**src/rtl/mem_port_arbiter.sv**
```systemverilog
// Round-robin arbiter sharing one single-ported word memory among three
// requesters (0 = loader/debug, 1 = CPU data, 2 = CPU fetch) via req/ack.
module mem_port_arbiter #(
  parameter int unsigned AW = 10,
  parameter int unsigned DW = 32
) (
  input  logic            clk,
  input  logic            rst_n,
  input  logic [2:0]      req,
  input  logic [2:0]      we,
  input  logic [3*AW-1:0] addr,
  input  logic [3*DW-1:0] wdata,
  output logic [2:0]      ack,
  output logic [DW-1:0]   rdata,
  output logic            busy,
  output logic [1:0]      gnt_id,
  output logic            mem_en,
  output logic            mem_we,
  output logic [AW-1:0]   mem_addr,
  output logic [DW-1:0]   mem_wdata,
  input  logic [DW-1:0]   mem_rdata
);

  typedef enum logic [1:0] {
    S_IDLE  = 2'd0,
    S_ISSUE = 2'd1,
    S_RESP  = 2'd2
  } state_t;

  localparam logic [1:0] NO_GNT = 2'd3;

  state_t          state;
  logic [1:0]      rr_ptr;
  logic            rd_op;

  logic [2:0]      elig;
  logic            win_valid;
  logic [1:0]      win_id;
  logic [1:0]      idx;
  logic            win_we;
  logic [AW-1:0]   win_addr;
  logic [DW-1:0]   win_wdata;

  function automatic logic bit_at(input logic [2:0] v, input logic [1:0] i);
    case (i)
      2'd0:    return v[0];
      2'd1:    return v[1];
      default: return v[2];
    endcase
  endfunction

  // Winner search: rr_ptr+1 has top priority, rr_ptr itself the lowest.
  // A requester being acked this cycle is still holding req and is masked.
  always_comb begin
    elig      = req & ~ack;
    win_valid = 1'b0;
    win_id    = 2'd0;
    idx       = 2'd0;
    for (int k = 3; k >= 1; k--) begin
      idx = 2'((int'(rr_ptr) + k) % 3);
      if (bit_at(elig, idx)) begin
        win_valid = 1'b1;
        win_id    = idx;
      end
    end
  end

  // Operand mux for the winning requester.
  always_comb begin
    win_we    = 1'b0;
    win_addr  = '0;
    win_wdata = '0;
    case (win_id)
      2'd0: begin
        win_we    = we[0];
        win_addr  = addr[0 +: AW];
        win_wdata = wdata[0 +: DW];
      end
      2'd1: begin
        win_we    = we[1];
        win_addr  = addr[AW +: AW];
        win_wdata = wdata[DW +: DW];
      end
      default: begin
        win_we    = we[2];
        win_addr  = addr[2*AW +: AW];
        win_wdata = wdata[2*DW +: DW];
      end
    endcase
  end

  always_ff @(posedge clk) begin
    if (!rst_n) begin
      state     <= S_IDLE;
      ack       <= '0;
      rdata     <= '0;
      busy      <= 1'b0;
      gnt_id    <= NO_GNT;
      mem_en    <= 1'b0;
      mem_we    <= 1'b0;
      mem_addr  <= '0;
      mem_wdata <= '0;
      rr_ptr    <= 2'd2;
      rd_op     <= 1'b0;
    end else begin
      ack <= '0;
      case (state)
        S_IDLE: begin
          if (win_valid) begin
            mem_en    <= 1'b1;
            mem_we    <= win_we;
            mem_addr  <= win_addr;
            mem_wdata <= win_wdata;
            rd_op     <= ~win_we;
            gnt_id    <= win_id;
            rr_ptr    <= win_id;
            busy      <= 1'b1;
            state     <= S_ISSUE;
          end
        end
        S_ISSUE: begin
          mem_en <= 1'b0;
          mem_we <= 1'b0;
          state  <= S_RESP;
        end
        S_RESP: begin
          ack <= 3'b001 << gnt_id;
          if (rd_op) rdata <= mem_rdata;
          gnt_id <= NO_GNT;
          busy   <= 1'b0;
          state  <= S_IDLE;
        end
        default: begin
          mem_en <= 1'b0;
          mem_we <= 1'b0;
          gnt_id <= NO_GNT;
          busy   <= 1'b0;
          state  <= S_IDLE;
        end
      endcase
    end
  end

endmodule

```
**config.mk**
```make
export PLATFORM = sky130hd
export DESIGN_NAME = mem_port_arbiter
export DESIGN_NICKNAME = d
export VERILOG_FILES = /design/src/rtl/mem_port_arbiter.sv
export SDC_FILE = /design/constraint.sdc
export NUM_CORES = 1
export LEC_CHECK = 0
export BUFFER_PORTS_ARGS = -buffer_cell sky130_fd_sc_hd__clkbuf_2
export CAP_MARGIN = 40
export CORE_ASPECT_RATIO = 1.5
export CORE_MARGIN = 2
export CORE_UTILIZATION = 40
export DETAILED_ROUTE_END_ITERATION = 6
export GPL_TIMING_DRIVEN = 0
export PLACE_DENSITY = 0.74
export SYNTH_ARGS = -nofsm -noshare
export SYNTH_HDL_FRONTEND = slang
export SYNTH_SLANG_ARGS = --single-unit
```
**constraint.sdc**
```tcl
create_clock -name clk -period 3.3 [get_ports clk]
set_input_delay 0.495 -clock clk [delete_from_list [all_inputs] [get_ports clk]]
set_output_delay 0.495 -clock clk [all_outputs]
set_load 0.02 [all_outputs]
```
==> impl_summary.log, run 1 <==
INFO  metric critical_path_buf_inv_count = 2
INFO  metric worst-r2r-setup-slack = roughly 0.4 ns
INFO  metric worstSetupPathType = register to register
INFO  metric global_route_wire_length_before_repair = 25.7 mm
INFO  metric timing.critical_path.from = rr_ptr[1]
INFO  metric critical-path-top-delay-family = simple AND/OR/NAND/NOR gates
INFO  metric critPathMostFrequentCell = sky130_fd_sc_hd__a31oi_1
INFO  metric worstPathMaxFanout = 10
INFO  metric setup.worst_path.end = mem_wdata[16]
INFO  metric rsz_0062_raised_after_global_routing = false
INFO  metric net-switching-power = between 2 and 3 mW
INFO  metric multi_input_comb_area = 2550 µm²
INFO  metric power.switching_fraction = 47.3%
INFO  metric r2r.worst_path.cells = 8
INFO  metric design.die.area = 12,200 µm²
INFO  metric post-synth-top-area-fraction = 38.5%
INFO  metric ys_ff_latch = 87
INFO  metric coreArea = 11,100 µm²
INFO  metric cts_setup_buffers = 0
INFO  metric initial_core_utilization = 40.9%
INFO  metric max-vdd-ir-drop = around 0.61 mV
INFO  metric async_reset_ff_share = 0%
INFO  metric most_frequently_used_flop_master_after_synthesis = sky130_fd_sc_hd__dfxtp_1
INFO  metric p_leak = 2.73 nW
INFO  metric critical_path_source_type = register
INFO  metric yosys_warnings = 0
INFO  metric seq_area = 1740 µm²
INFO  metric layout_worst_path_cycle_share = 87.6%
INFO  metric classification_of_the_worst_slack_hold_path = input port to register
INFO  metric detail_route.wirelength = 16.4 mm
INFO  metric cts_tree = yes
INFO  metric critical_path_rt = 3.55 ns
INFO  metric dieWidth = between 90 and 100 µm
INFO  metric share_seq_of_total_power = between 20 and 30%
INFO  metric yosys.cell_types.count = 41
INFO  metric drc = 0
INFO  metric ctsResizeCount = 0
INFO  metric cts.reportedPaths.clkPinSlew = 0.07 ns
INFO  metric finish.net_count = 999
INFO  metric cts_sinks = 87
INFO  metric comb_power_share = 56.3%
INFO  metric max_cap_viols = 0
INFO  metric timing.final.max_slew_violations = 0
INFO  metric drt.antenna.violating_nets = 0
INFO  metric post_synth_inst_count = 572
INFO  metric place.port_buffers = around 250
INFO  metric setup-tns-final = 0 ns
INFO  metric clkPwrFrac = around 18%
INFO  metric worst-path-stages = 8
INFO  metric syn_area_per_cell = 7.91 µm²
INFO  metric setup_violations = 0
INFO  metric gp_congestion = 0.869
INFO  metric synth.largest_area_cell = sky130_fd_sc_hd__dfxtp_1
INFO  metric cpMaxStageDelayCell = sky130_fd_sc_hd__or4_1
INFO  metric report.final.hold_viol_count = 0
INFO  metric layout.filler_cells = 1,134
INFO  metric vias = 5,493
INFO  metric drt_first_pass_iters = 5
INFO  metric share_of_layout_cells_above_drive_strength_1 = 32.3%
INFO  metric grt_max_degree = 17
INFO  metric power.internal = a little over 3 mW
INFO  metric final_period_minus_worst_setup_slack = ~2.9 ns
INFO  metric dr.first_iter.drc_count = 234
INFO  metric crit_path_max_incr_delay = slightly above 0.6 ns
INFO  metric wl_per_cell = 16.7 µm
INFO  metric worst_r2r_endpoint = mem_wdata[16]
INFO  metric synth-seq-area-share = 38.5%
INFO  metric antenna_diode_count = 0
INFO  metric grt_overflow_total = 0
INFO  metric cts.root.buffer_cell = sky130_fd_sc_hd__clkbuf_16
INFO  metric relSlewSlack = 59.4%
INFO  metric cts_buffer_depth = 2
INFO  metric first_global_vias = about 5,300
INFO  metric critical_path.reg2reg.startpoint = rr_ptr[1]
INFO  metric layout-area-overhead-vs-synth = 38.1%
INFO  metric cts_htree_levels = 3
INFO  metric die_h = 134 µm
INFO  metric synth_fp_nets = 742
INFO  metric fin_skew = 0.00865 ns
INFO  metric insertion_delay = 0.34 ns
INFO  metric run_status = completed
INFO  metric grt_antenna_before_repair = 0
INFO  metric power_per_cell_area = 936 nW/µm²
INFO  metric num_rows = 47
INFO  metric cts-buffers-inserted = 9
INFO  metric synth_enable_flop_cells = 0
INFO  metric i_o_pin_total = 248
INFO  metric achievable-frequency = 346 MHz
INFO  metric cts_hold_repair.buffers = 0
INFO  metric critical_path.endpoint_type = register
INFO  metric critical_path_cell_by_cell = inv_1, ha_1, nor3b_1, or4_1, nor2_1, clkbuf_1, a31oi_1, a31oi_1
INFO  metric critical_path_arrival = 3.14 ns
INFO  metric viasPerCell = approximately 5.6
INFO  metric synth_area = 4520 µm²
INFO  metric hpwl_reported_at_the_end_of_detailed_placement = approximately 13 mm
INFO  metric grtUsageTotal = 25.8%
INFO  metric tightest_slew = just over 0.6 ns
INFO  metric total_power = 5.85 mW
INFO  metric yosys-top-cells-area = sky130_fd_sc_hd__dfxtp_1 (39%), sky130_fd_sc_hd__a31oi_1 (12%), sky130_fd_sc_hd__nand2_1 (9.2%)
worst min-delay path: stages:
cell,delay (ns)
sky130_fd_sc_hd__clkbuf_2,0.08
sky130_fd_sc_hd__nand2_1,0.04
sky130_fd_sc_hd__a21boi_0,0.06
cells in the mapped netlist, types with 2 or more instances:
| library cell | n |
|---|---|
| sky130_fd_sc_hd__nor3b_1 | 6 |
| sky130_fd_sc_hd__nor3_1 | 4 |
| sky130_fd_sc_hd__dfxtp_1 | 87 |
| sky130_fd_sc_hd__nand3b_1 | 3 |
| sky130_fd_sc_hd__or3_1 | 2 |
| sky130_fd_sc_hd__a22oi_1 | 42 |
| sky130_fd_sc_hd__o21ai_0 | 4 |
| sky130_fd_sc_hd__nand2b_1 | 4 |
| sky130_fd_sc_hd__and2_1 | 3 |
| sky130_fd_sc_hd__nand2_1 | 111 |
| sky130_fd_sc_hd__o211ai_1 | 5 |
| sky130_fd_sc_hd__nor2b_1 | 2 |
| sky130_fd_sc_hd__o221ai_1 | 42 |
| sky130_fd_sc_hd__inv_1 | 3 |
| sky130_fd_sc_hd__and3b_1 | 3 |
| sky130_fd_sc_hd__o21a_1 | 4 |
| sky130_fd_sc_hd__clkbuf_1 | 52 |
| sky130_fd_sc_hd__buf_1 | 4 |
| sky130_fd_sc_hd__o311a_1 | 2 |
| sky130_fd_sc_hd__nor2_1 | 49 |
| sky130_fd_sc_hd__or2_2 | 2 |
| sky130_fd_sc_hd__ha_1 | 4 |
| sky130_fd_sc_hd__a31oi_1 | 85 |
| sky130_fd_sc_hd__a21boi_0 | 32 |
power by group through the flow:
stage / Combinational, mW / Sequential, mW / Clock, mW
5_1_grt: 3.61 / 1.53 / 1.10
2_1_floorplan: 1.96 / 1.81 / 0
6_report: 3.29 / 1.50 / 1.05
4_1_cts: 3.26 / 1.50 / 1.06
3_3_place_gp: 3.25 / 1.52 / 0
3_5_place_dp: 3.26 / 1.52 / 0
through the flow:
stage / area, µm² / std cells / hold slack (ns) / util, % / setup WS [ns]
after floorplan: 4520 / 572 / 0.507 / - / 0.816
final: 6250 / 981 / 0.379 / 56.5 / 0.409
after global routing: 6250 / 981 / 0.382 / 56.5 / 0.225
after CTS: 6240 / 981 / 0.373 / 56.5 / 0.170
after detailed placement: 5940 / 965 / 0.456 / 53.7 / 0.181
after global placement: 5940 / 965 / 0.449 / 53.7 / 0.188
how the worst min path moves through the flow:
stage	from	endpoint	slack, ns	cells past startpoint
floorplan	state[1]	ack[0]	0.51	2
global placement	busy	busy	0.45	1
detailed placement	rdata[10]	rdata[10]	0.46	2
CTS	mem_rdata[7]	rdata[7]	0.37	3
global route	mem_rdata[26]	rdata[26]	0.38	3
finish	mem_rdata[16]	rdata[16]	0.38	3
logic make-up (layout without fill, tap and decap cells):
kind of cell / after synthesis / in the layout / share of synthesized area (%)
buffers and inverters: 61 / 323 / 5.26
muxes: 2 / 2 / 0.581
adders and majority gates: 4 / 4 / 1.11
and+or+nand+nor: 194 / 194 / 18.6
AOI/OAI and AO/OA: 224 / 224 / 35.9
DFF: 87 / 87 / 38.5
layout make-up:
cell class	instances	share of cell area [%]
Buffer	58	3.63
Tap cell	147	2.94
Sequential cell	87	27.9
Clock inverter	7	1.26
Timing Repair Buffer	246	19.7
Inverter	3	0.180
Multi-Input combinational cell	424	40.8
Clock buffer	9	3.61
registers in the layout (all words and copies together) (netlist names):
register / count
busy: 1
ack: 3
rdata: 32
mem_wdata: 32
mem_en: 1
gnt_id: 2
rd_op: 1
rr_ptr: 2
state: 2
mem_addr: 10
mem_we: 1
cells in the final DEF (no fill, tap or decap), types with 2 or more instances in the layout:
cell and count:
sky130_fd_sc_hd__clkbuf_2 246, sky130_fd_sc_hd__nand2_1 111, sky130_fd_sc_hd__dfxtp_1 87, sky130_fd_sc_hd__a31oi_1 85, sky130_fd_sc_hd__clkbuf_1 52, sky130_fd_sc_hd__nor2_1 49
sky130_fd_sc_hd__a22oi_1 42, sky130_fd_sc_hd__o221ai_1 42, sky130_fd_sc_hd__a21boi_0 32, sky130_fd_sc_hd__clkbuf_16 9, sky130_fd_sc_hd__nor3b_1 6, sky130_fd_sc_hd__o211ai_1 5
sky130_fd_sc_hd__nand2b_1 4, sky130_fd_sc_hd__o21a_1 4, sky130_fd_sc_hd__buf_1 4, sky130_fd_sc_hd__o21ai_0 4, sky130_fd_sc_hd__ha_1 4, sky130_fd_sc_hd__inv_1 3
sky130_fd_sc_hd__and3b_1 3, sky130_fd_sc_hd__nand3b_1 3, sky130_fd_sc_hd__and2_1 3, sky130_fd_sc_hd__nor3_1 3, sky130_fd_sc_hd__clkinvlp_4 3, sky130_fd_sc_hd__inv_6 3
sky130_fd_sc_hd__or2_2 2, sky130_fd_sc_hd__or3_1 2, sky130_fd_sc_hd__o311a_1 2, sky130_fd_sc_hd__nor2b_1 2
layer usage:
layer	part of all wire (%)	vias up	global-route usage, %
met5	0	-	0
met4	2.8	0	9.76
met3	8.1	34	6.63
met2	53	270	48.0
met1	37	2516	27.8
li1	-	2673	-
Note: power is estimated with default switching activity, not from simulation.
==> run 2: changes to the inputs <==
CELL_PAD_IN_SITES_DETAIL_PLACEMENT = 1   (was not set)
CELL_PAD_IN_SITES_GLOBAL_PLACEMENT = 1   (was not set)
CORE_UTILIZATION = 31   (was 40)
PLACE_DENSITY = 0.82   (was 0.74)
TNS_END_PERCENT = 30   (was not set)
==> impl_summary.log, run 2 (synthesis gave the netlist of run 1 again) <==
INFO  metric die_h = 152 µm (+13%)
INFO  metric tightest_slew = 0.593 ns (-0.0150 ns)
INFO  metric comb_power_share = 56.1% (-0.2 points)
INFO  metric grt_max_degree = 17 (unchanged)
INFO  metric drt_first_pass_iters = 4 (-1)
INFO  metric wl_per_cell = 17.4 µm (+4.1%)
INFO  metric cts_buffer_depth = 2 (unchanged)
INFO  metric finish.net_count = 1,000 (+0.10%)
INFO  metric seq_area = 1740 µm² (unchanged)
INFO  metric vias = 5,503 (+0.18%)
INFO  metric power_per_cell_area = 946 nW/µm² (+1.1%)
INFO  metric cts_setup_buffers = 0 (unchanged)
INFO  metric final_cell_area = 6330 µm² (+1.4%)
INFO  metric cts_hold_repair.buffers = 0 (unchanged)
INFO  metric setup-tns-final = 0 ns (unchanged)
INFO  metric coreArea = 14,400 µm² (+30%)
INFO  metric global_route_wire_length_before_repair = 28.5 mm (+11%)
INFO  metric fin_skew = 0.00779 ns (-0.000854 ns)
INFO  metric place.port_buffers = 246 (unchanged)
INFO  metric dr.first_iter.drc_count = 164 (-30%)
INFO  metric rsz_0062_raised_after_global_routing = false
INFO  metric hpwl_reported_at_the_end_of_detailed_placement = 14.3 mm (+14%)
INFO  metric worstSetupPathType = register to register
INFO  metric classification_of_the_worst_slack_hold_path = input port to register
INFO  metric clkPwrFrac = 18.8% (+0.9 points)
INFO  metric cts.root.buffer_cell = sky130_fd_sc_hd__clkbuf_16
INFO  metric layout.cells.most_common_list = sky130_fd_sc_hd__clkbuf_2 (246), sky130_fd_sc_hd__nand2_1 (111), sky130_fd_sc_hd__dfxtp_1 (87), sky130_fd_sc_hd__a31oi_1 (85), sky130_fd_sc_hd__clkbuf_1 (52)
INFO  metric p_leak = 2.75 nW (+0.52%)
INFO  metric share_of_layout_cells_above_drive_strength_1 = 32.2% (-0.039 points)
INFO  metric cts_tree = yes
INFO  metric final.hold.worst_slack = 0.377 ns (-0.00170 ns)
INFO  metric layout_worst_path_cycle_share = 86.5% (-1.1 points)
INFO  metric reg.largest.list = mem_wdata: 32 flops, rdata: 32 flops, mem_addr: 10 flops
INFO  metric relSlewSlack = 60.4% (+1.1 points)
INFO  metric grtUsageTotal = 22.8% (-3.0 points)
INFO  metric cts.reportedPaths.clkPinSlew = 0.07 ns (about the same)
INFO  metric dieWidth = 103 µm (+13%)
INFO  metric power.switching_fraction = 47.2% (-0.086 points)
INFO  metric multi_input_comb_area = 2540 µm² (-0.20%)
INFO  metric worstPathMaxFanout = 10 (unchanged)
INFO  metric critical_path.endpoint_type = register
INFO  metric critical_path_source_type = register
INFO  metric post-route-util = 44.0% (-13 points)
INFO  metric cts_htree_levels = 3 (unchanged)
INFO  metric cts-buffers-inserted = 9 (unchanged)
INFO  metric gp_congestion = 0.808 (-7.0%)
INFO  metric max_cap_viols = 0 (unchanged)
INFO  metric setup_violations = 0 (unchanged)
INFO  metric timing.final.max_slew_violations = 0 (unchanged)
INFO  metric critical_path_rt = 3.57 ns (+0.02 ns)
INFO  metric layout_commonest_cell = sky130_fd_sc_hd__clkbuf_2
INFO  metric i_o_pin_total = 248 (unchanged)
INFO  metric achievable-frequency = 350 MHz (+1.2%)
INFO  metric insertion_delay = 0.34 ns (about the same)
INFO  metric report.final.hold_viol_count = 0 (unchanged)
INFO  metric share_seq_of_total_power = 25.0% (-0.7 points)
INFO  metric ctsResizeCount = 0 (unchanged)
INFO  metric critical_path_arrival = 3.13 ns (about the same)
INFO  metric layout.filler_cells = 1,868 (+65%)
INFO  metric detail_route.wirelength = 17.9 mm (+9.4%)
INFO  metric power.internal = 3.16 mW (+2.6%)
INFO  metric first_global_vias = 5,860 (+11%)
INFO  metric design.die.area = 15,600 µm² (+28%)
INFO  metric run_status = completed
INFO  metric detailed_place.area = 6000 µm² (+1.1%)
INFO  metric layout_setup_ws = 0.444 ns (+0.0348 ns)
INFO  metric antenna_diode_count = 0 (unchanged)
INFO  metric pre_cts_slack = 0.450 ns (+0.269 ns)
INFO  metric num_rows = 54 (+15%)
INFO  metric max-vdd-ir-drop = 0.460 mV (-25%)
INFO  metric layout-area-overhead-vs-synth = 40.0%
INFO  metric final_period_minus_worst_setup_slack = 2.86 ns (-0.0348 ns)
INFO  metric grt_overflow_total = 0 (unchanged)
INFO  metric cts_sinks = 87 (unchanged)
INFO  metric initial_core_utilization = 31.4% (-9.5 points)
INFO  metric drt.antenna.violating_nets = 0 (unchanged)
INFO  metric grt_antenna_before_repair = 0 (unchanged)
INFO  metric drc = 0 (unchanged)
INFO  metric viasPerCell = 5.34 (-4.7%)
INFO  metric net-switching-power = 2.83 mW (+2.3%)
-- run 2: changes by cell type in the layout (fill, tap and decap cells not counted), sizes merged --
cell	previous run	this run
buf	6	7
bufinv	1	2
inv	6	5
-- run 2: layer usage --
metal / vias to the layer above / GRT usage [%] / share of wire [%]
met1: 2579 / 23.7 / 38
li1: 2671 / - / -
met5: - / 0 / 0
met2: 218 / 41.9 / 51
met3: 35 / 6.90 / 7.9
met4: 0 / 8.00 / 3.0
-- run 2: path summary, 6_finish.rpt --
check	from	end	slack [ns]	depth (start not counted)
hold / removal	mem_rdata[6]	rdata[6]	0.38	3
setup reg to reg	rr_ptr[1]	mem_wdata[26]	0.44	8
setup / recovery	rr_ptr[1]	mem_wdata[26]	0.44	8
hold reg to reg	rdata[18]	rdata[18]	0.46	2
-- run 2: critical path, cell delays in order, from the launching register on --
cell and delay, ns:
sky130_fd_sc_hd__dfxtp_1 0.34, sky130_fd_sc_hd__inv_1 0.11, sky130_fd_sc_hd__ha_1 0.30, sky130_fd_sc_hd__nor3b_1 0.13, sky130_fd_sc_hd__or4_1 0.60, sky130_fd_sc_hd__nor2_1 0.46, sky130_fd_sc_hd__clkbuf_1 0.47, sky130_fd_sc_hd__a31oi_1 0.18
sky130_fd_sc_hd__a31oi_1 0.19
-- run 2: power by group through the flow --
stage | Clock (mW) | Combinational (mW) | Sequential, mW
after global placement | 0 | 3.33 | 1.51
after floorplan | 0 | 1.96 | 1.81
after CTS | 1.16 | 3.38 | 1.50
after global routing | 1.21 | 3.70 | 1.54
final | 1.13 | 3.36 | 1.50
after detailed placement | 0 | 3.37 | 1.52
-- run 2: cell type report --
| cell class | count | share of cell area (%) |
|---|---|---|
| Buffer | 58 | 3.58 |
| Sequential cell | 87 | 27.5 |
| Tap cell | 196 | 3.87 |
| Multi-Input combinational cell | 424 | 40.2 |
| Timing Repair Buffer | 247 | 19.5 |
| Clock inverter | 7 | 1.62 |
| Inverter | 3 | 0.178 |
| Clock buffer | 9 | 3.56 |
-- run 2: per-stage QoR --
step | std cells | total power [mW]
after floorplan | 572 | 3.77
after global placement | 1014 | 4.84
after detailed placement | 1015 | 4.89
after CTS | 1031 | 6.04
after global routing | 1031 | 6.44
final | 1031 | 5.99
==> run 3: changes to the inputs <==
ABC_AREA = 1   (was not set)
CORE_UTILIZATION = 30   (was 31)
TNS_END_PERCENT = 100   (was 30)
==> impl_summary.log, run 3 <==
INFO  metric synth_area = 4460 µm² (-1.4%)
INFO  metric grt_antenna_before_repair = 0 (unchanged)
INFO  metric timing.final.max_slew_violations = 0 (unchanged)
INFO  metric worstPathMaxFanout = 10 (unchanged)
INFO  metric cts_tree = yes
INFO  metric synth_fp_nets = 829 (+12%)
INFO  metric synth.largest_area_cell = sky130_fd_sc_hd__dfxtp_1
INFO  metric initial_core_utilization = 30.7% (-0.71 points)
INFO  metric power_per_cell_area = 1130 nW/µm² (+19%)
INFO  metric yosys.cell_types.count = 22 (-46%)
INFO  metric critical_path_source_type = register
INFO  metric syn_area_per_cell = 6.77 µm² (-14%)
INFO  metric layout.filler_cells = 1,985 (+6.3%)
INFO  metric layout_commonest_cell = sky130_fd_sc_hd__clkbuf_2
INFO  metric synth-seq-area-share = 39.0% (+0.53 points)
INFO  metric cts_htree_levels = 3 (unchanged)
INFO  metric grt_overflow_total = 0 (unchanged)
INFO  metric yosys-top-cells-area = sky130_fd_sc_hd__dfxtp_1 (39%), sky130_fd_sc_hd__nand3_1 (11%), sky130_fd_sc_hd__inv_1 (7.6%)
INFO  metric dr.first_iter.drc_count = 191 (+16%)
INFO  metric r2r.worst_path.cells = 12 (+4)
INFO  metric detail_route.wirelength = 18.3 mm (+2.3%)
INFO  metric setup-tns-final = 0 ns (unchanged)
INFO  metric grtUsageTotal = 22.5% (-0.28 points)
INFO  metric setup_violations = 0 (unchanged)
INFO  metric run_status = completed
INFO  metric critical_path_rt = 3.58 ns (about the same)
INFO  metric cts_hold_repair.buffers = 0 (unchanged)
INFO  metric cts.root.buffer_cell = sky130_fd_sc_hd__clkbuf_16
INFO  metric final.hold.worst_slack = 0.437 ns (+0.0594 ns)
INFO  metric grt_max_degree = 18 (+1)
INFO  metric cts_setup_buffers = 0 (unchanged)
INFO  metric layout.cells.most_common_list = sky130_fd_sc_hd__clkbuf_2 (246), sky130_fd_sc_hd__nand3_1 (97), sky130_fd_sc_hd__inv_1 (90), sky130_fd_sc_hd__dfxtp_1 (87), sky130_fd_sc_hd__nor2_1 (82)
INFO  metric cts_sinks = 87 (unchanged)
INFO  metric place.port_buffers = 246 (unchanged)
INFO  metric first_global_vias = 5,768 (-1.6%)
INFO  metric layout_worst_path_cycle_share = 76.4% (-10 points)
INFO  metric multi_input_comb_area = 2110 µm² (-17%)
INFO  metric design.die.area = 15,900 µm² (+1.9%)
INFO  metric vias = 5,456 (-0.85%)
INFO  metric layout-area-overhead-vs-synth = 39.5%
INFO  metric die_h = 153 µm (+0.93%)
INFO  metric wl_per_cell = 16.4 µm (-5.5%)
INFO  metric worstSetupPathType = register to register
INFO  metric most_frequently_used_flop_master_after_synthesis = sky130_fd_sc_hd__dfxtp_1
INFO  metric viasPerCell = 4.88 (-8.5%)
INFO  metric ctsResizeCount = 0 (unchanged)
INFO  metric synth_compound_gate_area_share = 14.4% (-21 points)
INFO  metric gp_congestion = 0.839 (+3.8%)
INFO  metric synth.area.mux_share = 0% (-0.58 points)
INFO  metric coreArea = 14,500 µm² (+0.94%)
INFO  metric max_cap_viols = 0 (unchanged)
INFO  metric cts.reportedPaths.clkPinSlew = 0.07 ns (about the same)
INFO  metric post_synth_inst_count = 659 (+15%)
INFO  metric hpwl_reported_at_the_end_of_detailed_placement = 14.6 mm (+2.1%)
INFO  metric reg.largest.list = mem_wdata: 32 flops, rdata: 32 flops, mem_addr: 10 flops
INFO  metric critical_path.endpoint_type = register
INFO  metric tightest_slew = 0.619 ns (+0.0255 ns)
INFO  metric num_rows = 54 (unchanged)
INFO  metric max-vdd-ir-drop = 0.338 mV (-27%)
INFO  metric share_of_layout_cells_above_drive_strength_1 = 31.6% (-0.62 points)
INFO  metric synth_enable_flop_cells = 0 (unchanged)
INFO  metric post-synth-top-count-cell = sky130_fd_sc_hd__nand3_1
INFO  metric dominant_combinational_cell_family_by_area_after_synthesis = simple AND/OR/NAND/NOR gates
INFO  metric insertion_delay = 0.34 ns (about the same)
INFO  metric hold-path-cell-count = 3 (unchanged)
INFO  metric synthAdderAreaFrac = 1.12% (+0.015 points)
INFO  metric report.final.hold_viol_count = 0 (unchanged)
INFO  metric critical_path_arrival = 2.80 ns (-0.33 ns)
INFO  metric rsz_0062_raised_after_global_routing = false
INFO  metric final_period_minus_worst_setup_slack = 2.52 ns (-0.336 ns)
INFO  metric dieWidth = 104 µm (+0.93%)
INFO  metric classification_of_the_worst_slack_hold_path = input port to register
INFO  metric p_leak = 3.27 nW (+19%)
INFO  metric relSlewSlack = 58.7% (-1.7 points)
INFO  metric synth-simple-area-share = 31.8% (+13 points)
INFO  metric yosys_warnings = 0 (unchanged)
INFO  metric cell_types_with_the_highest_counts_after_synthesis = sky130_fd_sc_hd__nand3_1 (97), sky130_fd_sc_hd__inv_1 (90), sky130_fd_sc_hd__dfxtp_1 (87)
INFO  metric fin_skew = 0.00867 ns (+0.000881 ns)
INFO  metric finish.net_count = 1,086 (+8.6%)
INFO  metric global_route_wire_length_before_repair = 28.8 mm (+0.92%)
INFO  metric drt_first_pass_iters = 5 (+1)
INFO  metric post-synth-top-area-fraction = 39.0% (+0.53 points)
INFO  metric ys_ff_latch = 87 (unchanged)
INFO  metric total_power = 7.03 mW (+17%)
INFO  metric i_o_pin_total = 248 (unchanged)
INFO  metric drt.antenna.violating_nets = 0 (unchanged)
INFO  metric async_reset_ff_share = 0% (unchanged)
INFO  metric synth-xor-area-share = 0% (unchanged)
INFO  metric cts_buffer_depth = 2 (unchanged)
INFO  metric seq_area = 1740 µm² (unchanged)
INFO  metric achievable-frequency = 397 MHz (+13%)
INFO  metric antenna_diode_count = 0 (unchanged)
INFO  metric drc = 0 (unchanged)
INFO  metric cts-buffers-inserted = 9 (unchanged)
## run 3: worst max-delay path, cell delays in order (launching register included)
cell and delay [ns]:
sky130_fd_sc_hd__dfxtp_1 0.38, sky130_fd_sc_hd__inv_1 0.09, sky130_fd_sc_hd__ha_1 0.35, sky130_fd_sc_hd__nand3_1 0.10, sky130_fd_sc_hd__nand2_1 0.06, sky130_fd_sc_hd__nand2_2 0.20
sky130_fd_sc_hd__nand2_2 0.11, sky130_fd_sc_hd__nand2_1 0.31, sky130_fd_sc_hd__clkbuf_1 0.45, sky130_fd_sc_hd__nand4_1 0.17, sky130_fd_sc_hd__nand3_1 0.13, sky130_fd_sc_hd__nand2_1 0.06
sky130_fd_sc_hd__inv_1 0.04
## run 3: cell families (layout without fill, tap and decap cells)
logic type / Yosys count / after routing
fa+ha+maj: 4 / 4
simple gates: 308 / 308
compound gates: 117 / 117
flops: 87 / 87
buf+inv: 143 / 405
## run 3: per-layer routing
metal	track usage (%)	up-vias	wire [µm]	share of wire (%)
li1	-	2717	-	-
met1	23.4	2519	7000	38
met2	43.8	196	9710	53
met3	6.06	24	1240	6.8
met4	6.31	0	359	2.0
met5	0	-	0	0
## run 3: layout make-up
| type | instances | share of cell area (%) |
|---|---|---|
| Multi-Input combinational cell | 429 | 34.0 |
| Sequential cell | 87 | 28.0 |
| Timing Repair Buffer | 246 | 19.8 |
| Inverter | 90 | 5.43 |
| Buffer | 53 | 4.30 |
| Tap cell | 196 | 3.94 |
| Clock buffer | 9 | 3.62 |
| Clock inverter | 7 | 0.985 |
## run 3: final timing paths
check	end	startpoint	slack [ns]
hold reg to reg	rdata[1]	rdata[1]	0.45
hold / removal	rdata[26]	mem_rdata[26]	0.44
setup / recovery	mem_wdata[28]	rr_ptr[0]	0.78
setup reg to reg	mem_wdata[28]	rr_ptr[0]	0.78
## run 3: power breakdown
part / total (mW) / switching (mW) / leakage [nW] / internal (mW)
Sequential: 1.51 / 0.162 / 0.715 / 1.35
Clock: 1.01 / 0.484 / 0.141 / 0.529
Combinational: 4.50 / 3.03 / 2.41 / 1.47
## run 3: stage by stage
stage	cell area, µm²	setup slack, ns	util, %	std cells
after global placement	5940	0.797	40.9	1101
after detailed placement	5940	0.748	40.9	1101
after floorplan	4460	1.37	-	659
after global routing	6220	0.504	42.8	1117
after CTS	6220	0.718	42.8	1117
final	6220	0.780	42.8	1117
